File: src/rtl/ray_sphere_scheduler.sv
// ray_sphere_scheduler: walks one ray across the sphere table. For each active
// sphere it asks the intersection unit for a hit. On a hit it asks the
// distance-compare unit, and it keeps the nearest hit. The result is returned
// through a single valid/ready handshake.
//
// Handshake rule for every channel: a transfer happens on a rising ACLK edge
// where valid && ready. A valid, once raised, stays high with a stable payload
// until that transfer. Payload outputs read 0 whenever their valid is low.
module ray_sphere_scheduler #(
  parameter int N_SPHERES_MAX = 16,
  parameter int COORD_W       = 16,
  parameter int DIST_W        = 16,
  parameter int IDX_W         = $clog2(N_SPHERES_MAX)
) (
  input  logic                 ACLK,
  input  logic                 ARESETn,
  input  logic                 cfg_we,
  input  logic [IDX_W-1:0]     cfg_addr,
  input  logic [4*COORD_W-1:0] cfg_wdata,
  input  logic [IDX_W:0]       cfg_count,
  input  logic                 ray_valid,
  output logic                 ray_ready,
  input  logic [6*COORD_W-1:0] ray_data,
  output logic                 isect_in_valid,
  input  logic                 isect_in_ready,
  output logic [4*COORD_W-1:0] isect_sphere,
  output logic [6*COORD_W-1:0] isect_ray,
  input  logic                 isect_out_valid,
  output logic                 isect_out_ready,
  input  logic                 isect_hit,
  output logic                 dist_in_valid,
  input  logic                 dist_in_ready,
  output logic [DIST_W-1:0]    dist_old,
  input  logic                 dist_out_valid,
  output logic                 dist_out_ready,
  input  logic                 dist_hit,
  input  logic [DIST_W-1:0]    dist_value,
  output logic                 res_valid,
  input  logic                 res_ready,
  output logic                 res_hit,
  output logic [IDX_W-1:0]     res_index,
  output logic [DIST_W-1:0]    res_distance,
  output logic                 busy
);

  localparam logic [IDX_W:0] MAX_COUNT = (IDX_W+1)'(N_SPHERES_MAX);
  localparam logic [IDX_W:0] ONE_COUNT = (IDX_W+1)'(1);

  typedef enum logic [2:0] {
    IDLE        = 3'd0,
    ISSUE_ISECT = 3'd1,
    WAIT_ISECT  = 3'd2,
    ISSUE_DIST  = 3'd3,
    WAIT_DIST   = 3'd4,
    NEXT        = 3'd5,
    DONE        = 3'd6
  } state_t;

  state_t state_q, state_d;

  logic [4*COORD_W-1:0] table_q [N_SPHERES_MAX];
  logic [6*COORD_W-1:0] ray_q;
  logic [IDX_W:0]       count_q;
  logic [IDX_W-1:0]     idx_q;
  logic [DIST_W-1:0]    best_dist_q;
  logic [IDX_W-1:0]     best_idx_q;
  logic                 best_hit_q;

  logic [IDX_W:0] count_in;
  logic           ray_fire;
  logic           last_idx;
  logic           closer;

  // A count larger than the table depth is clamped to the table depth.
  assign count_in = (cfg_count > MAX_COUNT) ? MAX_COUNT : cfg_count;
  assign ray_fire = (state_q == IDLE) && ray_valid;
  assign last_idx = ({1'b0, idx_q} == (count_q - ONE_COUNT));
  // Strict compare: on a tie the earlier (lower-index) sphere is kept.
  assign closer   = dist_hit && (dist_value < best_dist_q);

  // Sphere table: loaded only while idle, so a ray in flight sees a frozen table.
  always_ff @(posedge ACLK or negedge ARESETn) begin
    if (!ARESETn) begin
      for (int i = 0; i < N_SPHERES_MAX; i++) begin
        table_q[i] <= '0;
      end
    end else if (cfg_we && (state_q == IDLE)) begin
      table_q[cfg_addr] <= cfg_wdata;
    end
  end

  // FSM state register.
  always_ff @(posedge ACLK or negedge ARESETn) begin
    if (!ARESETn) begin
      state_q <= IDLE;
    end else begin
      state_q <= state_d;
    end
  end

  // Per-ray context: latched ray, sphere cursor and the running best hit.
  always_ff @(posedge ACLK or negedge ARESETn) begin
    if (!ARESETn) begin
      ray_q       <= '0;
      count_q     <= '0;
      idx_q       <= '0;
      best_dist_q <= '1;
      best_idx_q  <= '0;
      best_hit_q  <= 1'b0;
    end else begin
      if (ray_fire) begin
        ray_q       <= ray_data;
        count_q     <= count_in;
        idx_q       <= '0;
        best_dist_q <= '1;
        best_idx_q  <= '0;
        best_hit_q  <= 1'b0;
      end
      if ((state_q == WAIT_DIST) && dist_out_valid && closer) begin
        best_dist_q <= dist_value;
        best_idx_q  <= idx_q;
        best_hit_q  <= 1'b1;
      end
      if ((state_q == NEXT) && !last_idx) begin
        idx_q <= idx_q + 1'b1;
      end
    end
  end

  // Next-state decode and handshake/payload outputs, all driven from state.
  always_comb begin
    state_d         = state_q;
    ray_ready       = 1'b0;
    isect_in_valid  = 1'b0;
    isect_sphere    = '0;
    isect_ray       = '0;
    isect_out_ready = 1'b0;
    dist_in_valid   = 1'b0;
    dist_old        = '0;
    dist_out_ready  = 1'b0;
    res_valid       = 1'b0;
    res_hit         = 1'b0;
    res_index       = '0;
    res_distance    = '0;
    busy            = (state_q != IDLE);
    case (state_q)
      IDLE: begin
        ray_ready = 1'b1;
        if (ray_valid) begin
          state_d = (count_in == '0) ? DONE : ISSUE_ISECT;
        end
      end
      ISSUE_ISECT: begin
        isect_in_valid = 1'b1;
        isect_sphere   = table_q[idx_q];
        isect_ray      = ray_q;
        if (isect_in_ready) state_d = WAIT_ISECT;
      end
      WAIT_ISECT: begin
        isect_out_ready = 1'b1;
        if (isect_out_valid) state_d = isect_hit ? ISSUE_DIST : NEXT;
      end
      ISSUE_DIST: begin
        dist_in_valid = 1'b1;
        dist_old      = best_dist_q;
        if (dist_in_ready) state_d = WAIT_DIST;
      end
      WAIT_DIST: begin
        dist_out_ready = 1'b1;
        if (dist_out_valid) state_d = NEXT;
      end
      NEXT: begin
        state_d = last_idx ? DONE : ISSUE_ISECT;
      end
      DONE: begin
        res_valid    = 1'b1;
        res_hit      = best_hit_q;
        res_index    = best_idx_q;
        res_distance = best_dist_q;
        if (res_ready) state_d = IDLE;
      end
      default: begin
        state_d = IDLE;
      end
    endcase
  end

endmodule

File: config.mk
export PLATFORM = sky130hd
export DESIGN_NAME = ray_sphere_scheduler
export DESIGN_NICKNAME = d
export VERILOG_FILES = /design/src/rtl/ray_sphere_scheduler.sv
export SDC_FILE = /design/constraint.sdc
export NUM_CORES = 2
export LEC_CHECK = 0
export BUFFER_PORTS_ARGS = -buffer_cell sky130_fd_sc_hd__buf_4
export CAP_MARGIN = 20
export CELL_PAD_IN_SITES_DETAIL_PLACEMENT = 1
export CELL_PAD_IN_SITES_GLOBAL_PLACEMENT = 2
export CORE_MARGIN = 3
export CORE_UTILIZATION = 47
export DETAILED_ROUTE_END_ITERATION = 10
export GPL_TIMING_DRIVEN = 0
export PLACE_DENSITY = 0.83
export SETUP_SLACK_MARGIN = 0.15
export SYNTH_ARGS = -nofsm -noshare
export SYNTH_HDL_FRONTEND = slang
export SYNTH_SLANG_ARGS = --single-unit
export TNS_END_PERCENT = 20
File: constraint.sdc
create_clock -name ACLK -period 3.77 [get_ports ACLK]
set_clock_uncertainty 0.15 [all_clocks]
set_input_delay 0 -clock ACLK [delete_from_list [all_inputs] [get_ports ACLK]]
set_output_delay 0 -clock ACLK [all_outputs]
set_load 0.01 [all_outputs]
==> flow_metrics.env <==
export IMPL_synthDistinctLibCells=52
export IMPL_drc=0
export IMPL_yosysMostFrequentCell="dfrtp_1"
export IMPL_yosysSeqAreaShare=0.546
export IMPL_ios=400
export IMPL_worstSetupEndpointType="flip-flop"
export IMPL_arrival_ns=4.09
export IMPL_synth_top_area_share=0.538
export IMPL_synth_edff_count=0
export IMPL_viasPerCell=5.78
export IMPL_final_area_um2=66800
export IMPL_fin_crit_sh=0.959
export IMPL_num_nets_final=4658
export IMPL_area_growth_pct=26.2
export IMPL_hold_viol=0
export IMPL_root_buffer="clkbuf_16"
export IMPL_layout_setup_ws_ns=0.155
export IMPL_grt_pass1_vias=38900
export IMPL_antenna_left=0
export IMPL_relSlewSlack=0.189
export IMPL_synth_area_top_cells="dfrtp_1 54%, mux2_2 22%, mux4_2 14%"
export IMPL_finalSetupViolations=0
export IMPL_max_stage_delay_ns=0.70
export IMPL_drive_gt1_frac=0.466
export IMPL_power_density_nw_per_um2=774
export IMPL_fin_setup_tns_ns=0
export IMPL_ys_flop_type="dfrtp_1"
export IMPL_cts_tree="yes"
export IMPL_clk_pin_slew_ns=0.06
export IMPL_routed_wl_um=172000
export IMPL_cts_buffer_depth=3
export IMPL_fp_row_count=122
export IMPL_crit_slowest_cell="clkbuf_1"
export IMPL_path_class="flip-flop to flip-flop"
export IMPL_cap_violations=0
export IMPL_fmax_mhz=277
export IMPL_yosysWarnings=0
export IMPL_clk_latency_ns=0.75
export IMPL_crit_fanout=10
export IMPL_grt_max_degree=166
export IMPL_drt_iter0_drc=2093
export IMPL_vias=35100
export IMPL_rsz0062_at_grt="yes"
export IMPL_synth_top_cells_by_count="1137 x dfrtp_1, 1016 x mux2_2, 320 x mux4_2"
export IMPL_worst_setup_path_start_kind="flip-flop"
export IMPL_die_h_um=342
export IMPL_die_area_um2=117000
export IMPL_ir_drop_mv=0.545
export IMPL_portBuffers=397
export IMPL_grt_antenna_before_repair=24
export IMPL_ctsHtreeMaxLevel=4
export IMPL_fillers=10400
export IMPL_crit_required_ns=4.24
export IMPL_yosysTopAreaCell="dfrtp_1"
export IMPL_outcome="completed"
export IMPL_syn_avg_cell_area_um2=15.1
export IMPL_hpwl_um=106000
export IMPL_path_cells="nor3_4, and4_1, clkbuf_1, nand3_1, clkbuf_1, mux2_2"
export IMPL_numCtsBuffers=130
export IMPL_ys_seq_elements=1153
export IMPL_first_pass_iters=5
export IMPL_leakagePower_nw=31.8
export IMPL_ys_async_sr_fraction=1.00
export IMPL_grtUsageTotal=0.294
export IMPL_fin_crit_ns=3.62
export IMPL_coreArea_um2=111000
export IMPL_place_area_um2=58100
export IMPL_place_ws_ns=-0.427
export IMPL_syn_instance_count=3504
export IMPL_numClockSinks=1153
export IMPL_gp_congestion=0.814
export IMPL_start_util=0.476
export IMPL_hold_path_class="input pin to flip-flop"
export IMPL_finalMaxSlewViolations=0
export IMPL_fin_total_pwr_mw=51.7
export IMPL_syn_cell_area_um2=52900
export IMPL_syn_nets=3717
export IMPL_cpMostUsedCell="clkbuf_1"
export IMPL_overflow=0
export IMPL_grt_pass1_wl_um=256000
export IMPL_postLayoutCoreUtil=0.600
export IMPL_wl_per_cell_um=28.3
export IMPL_die_width_um=342
export IMPL_worst_pin_slew_ns=1.22
[final cells by class]
type / count / area (µm²) / area share
inverter: 40 / 150 / 0.00225
antenna: 29 / 72.6 / 0.00109
timing repair buffer: 809 / 7320 / 0.110
clock buffer: 204 / 3980 / 0.0596
multi-input combinational: 2006 / 22300 / 0.334
sequential: 1153 / 28900 / 0.432
clock inverter: 31 / 370 / 0.00554
tap: 1488 / 1860 / 0.0279
buffer: 305 / 1840 / 0.0275
[flip-flops by register name, summed over array words and instances, names as in the netlist]
register and flops:
best_hit_q 1, count_q 5, idx_q 4, ray_q 96, best_dist_q 16, best_idx_q 4, state_q 3, table_q 1024
[kinds of logic after synthesis]
| logic type | count (synthesis) | synth area share |
|---|---|---|
| compound gates | 55 | 0.00794 |
| flops | 1153 | 0.546 |
| fa+ha+maj | 17 | 0.00402 |
| buf+inv | 345 | 0.0325 |
| simple gates | 580 | 0.0538 |
| mux | 1348 | 0.355 |
| xor+xnor | 6 | 0.00125 |
[report_power, final]
part	switching, mW	internal, mW
sequential	3.04	18.0
combinational	7.72	10.1
clock	5.28	7.62
total	16.0	35.7
[worst max-delay path: cells and delay by family (launching register included)]
family	cells	cell delay (ns)
mux	1	0.48
flops	1	0.41
simple gates	3	1.56
buf+inv	2	0.89
[worst paths after layout]
kind | start | end | slack, ns | depth (start not counted)
worst max-delay path | state_q[2] | table_q[43] | 0.15 | 6
worst min-delay path | cfg_wdata[50] | table_q[754] | 0.01 | 3
worst max register to register | state_q[2] | table_q[43] | 0.15 | 6
worst min register to register | ray_q[86] | ray_q[86] | 0.32 | 2
max in group asynchronous | ARESETn | table_q[762] | 0.80 | 7
min in group asynchronous | ARESETn | best_dist_q[0] | 0.34 | 3
[cell usage in the layout, fill, tap and decap left out, drive strengths merged, types with 2 or more instances in the layout]
master / synthesis / routed
a221o: 4 / 4
nor2b: 4 / 4
buf: 112 / 521
diode: 0 / 29
and3: 99 / 99
xor2: 3 / 3
nor2: 9 / 9
nand3: 6 / 6
nand3b: 4 / 4
ha: 17 / 17
o311ai: 2 / 2
clkinvlp: 0 / 3
dlygate4sd3: 0 / 396
mux4: 320 / 320
o31ai: 2 / 2
and2: 104 / 104
dfstp: 16 / 16
bufinv: 0 / 5
nand2b: 2 / 2
o22ai: 2 / 2
a221oi: 16 / 16
clkdlybuf4s18: 0 / 2
nor3: 21 / 21
dfrtp: 1137 / 1137
or3: 3 / 3
mux2: 1025 / 1025
a21o: 2 / 2
nand4: 3 / 3
inv: 40 / 44
nor3b: 9 / 9
clkinv: 0 / 19
xnor2: 2 / 2
nand2: 313 / 313
o21ai: 5 / 5
a21oi: 9 / 9
o21a: 4 / 4
mux2i: 3 / 3
clkbuf: 193 / 398
[through the flow]
step / instances / hold slack, ns
final: 6065 / 0.0107
after global routing: 6057 / 0.0190
after CTS: 6035 / 0.00290
after detailed placement: 5403 / -0.181
after global placement: 5389 / 0.0405
after floorplan: 3504 / -0.446
[layer usage]
metal  vias up  wire length, µm  global-route usage
met5         -                0                   0
met3       363             8040              0.0474
met1     19000            71300               0.385
met2       990            85600               0.495
met4         0             6740               0.115
li1      14700                -                   -
[timing repair]
action | 4_1_cts | 5_1_grt
gates resized for setup | 107 | 9
setup endpoints to repair | 64 | 108
endpoints found under the hold margin | 1446 | 0
hold buffers | 397 | 0
buffers inserted | 0 | 0
Note: power is estimated with default switching activity, not from simulation.
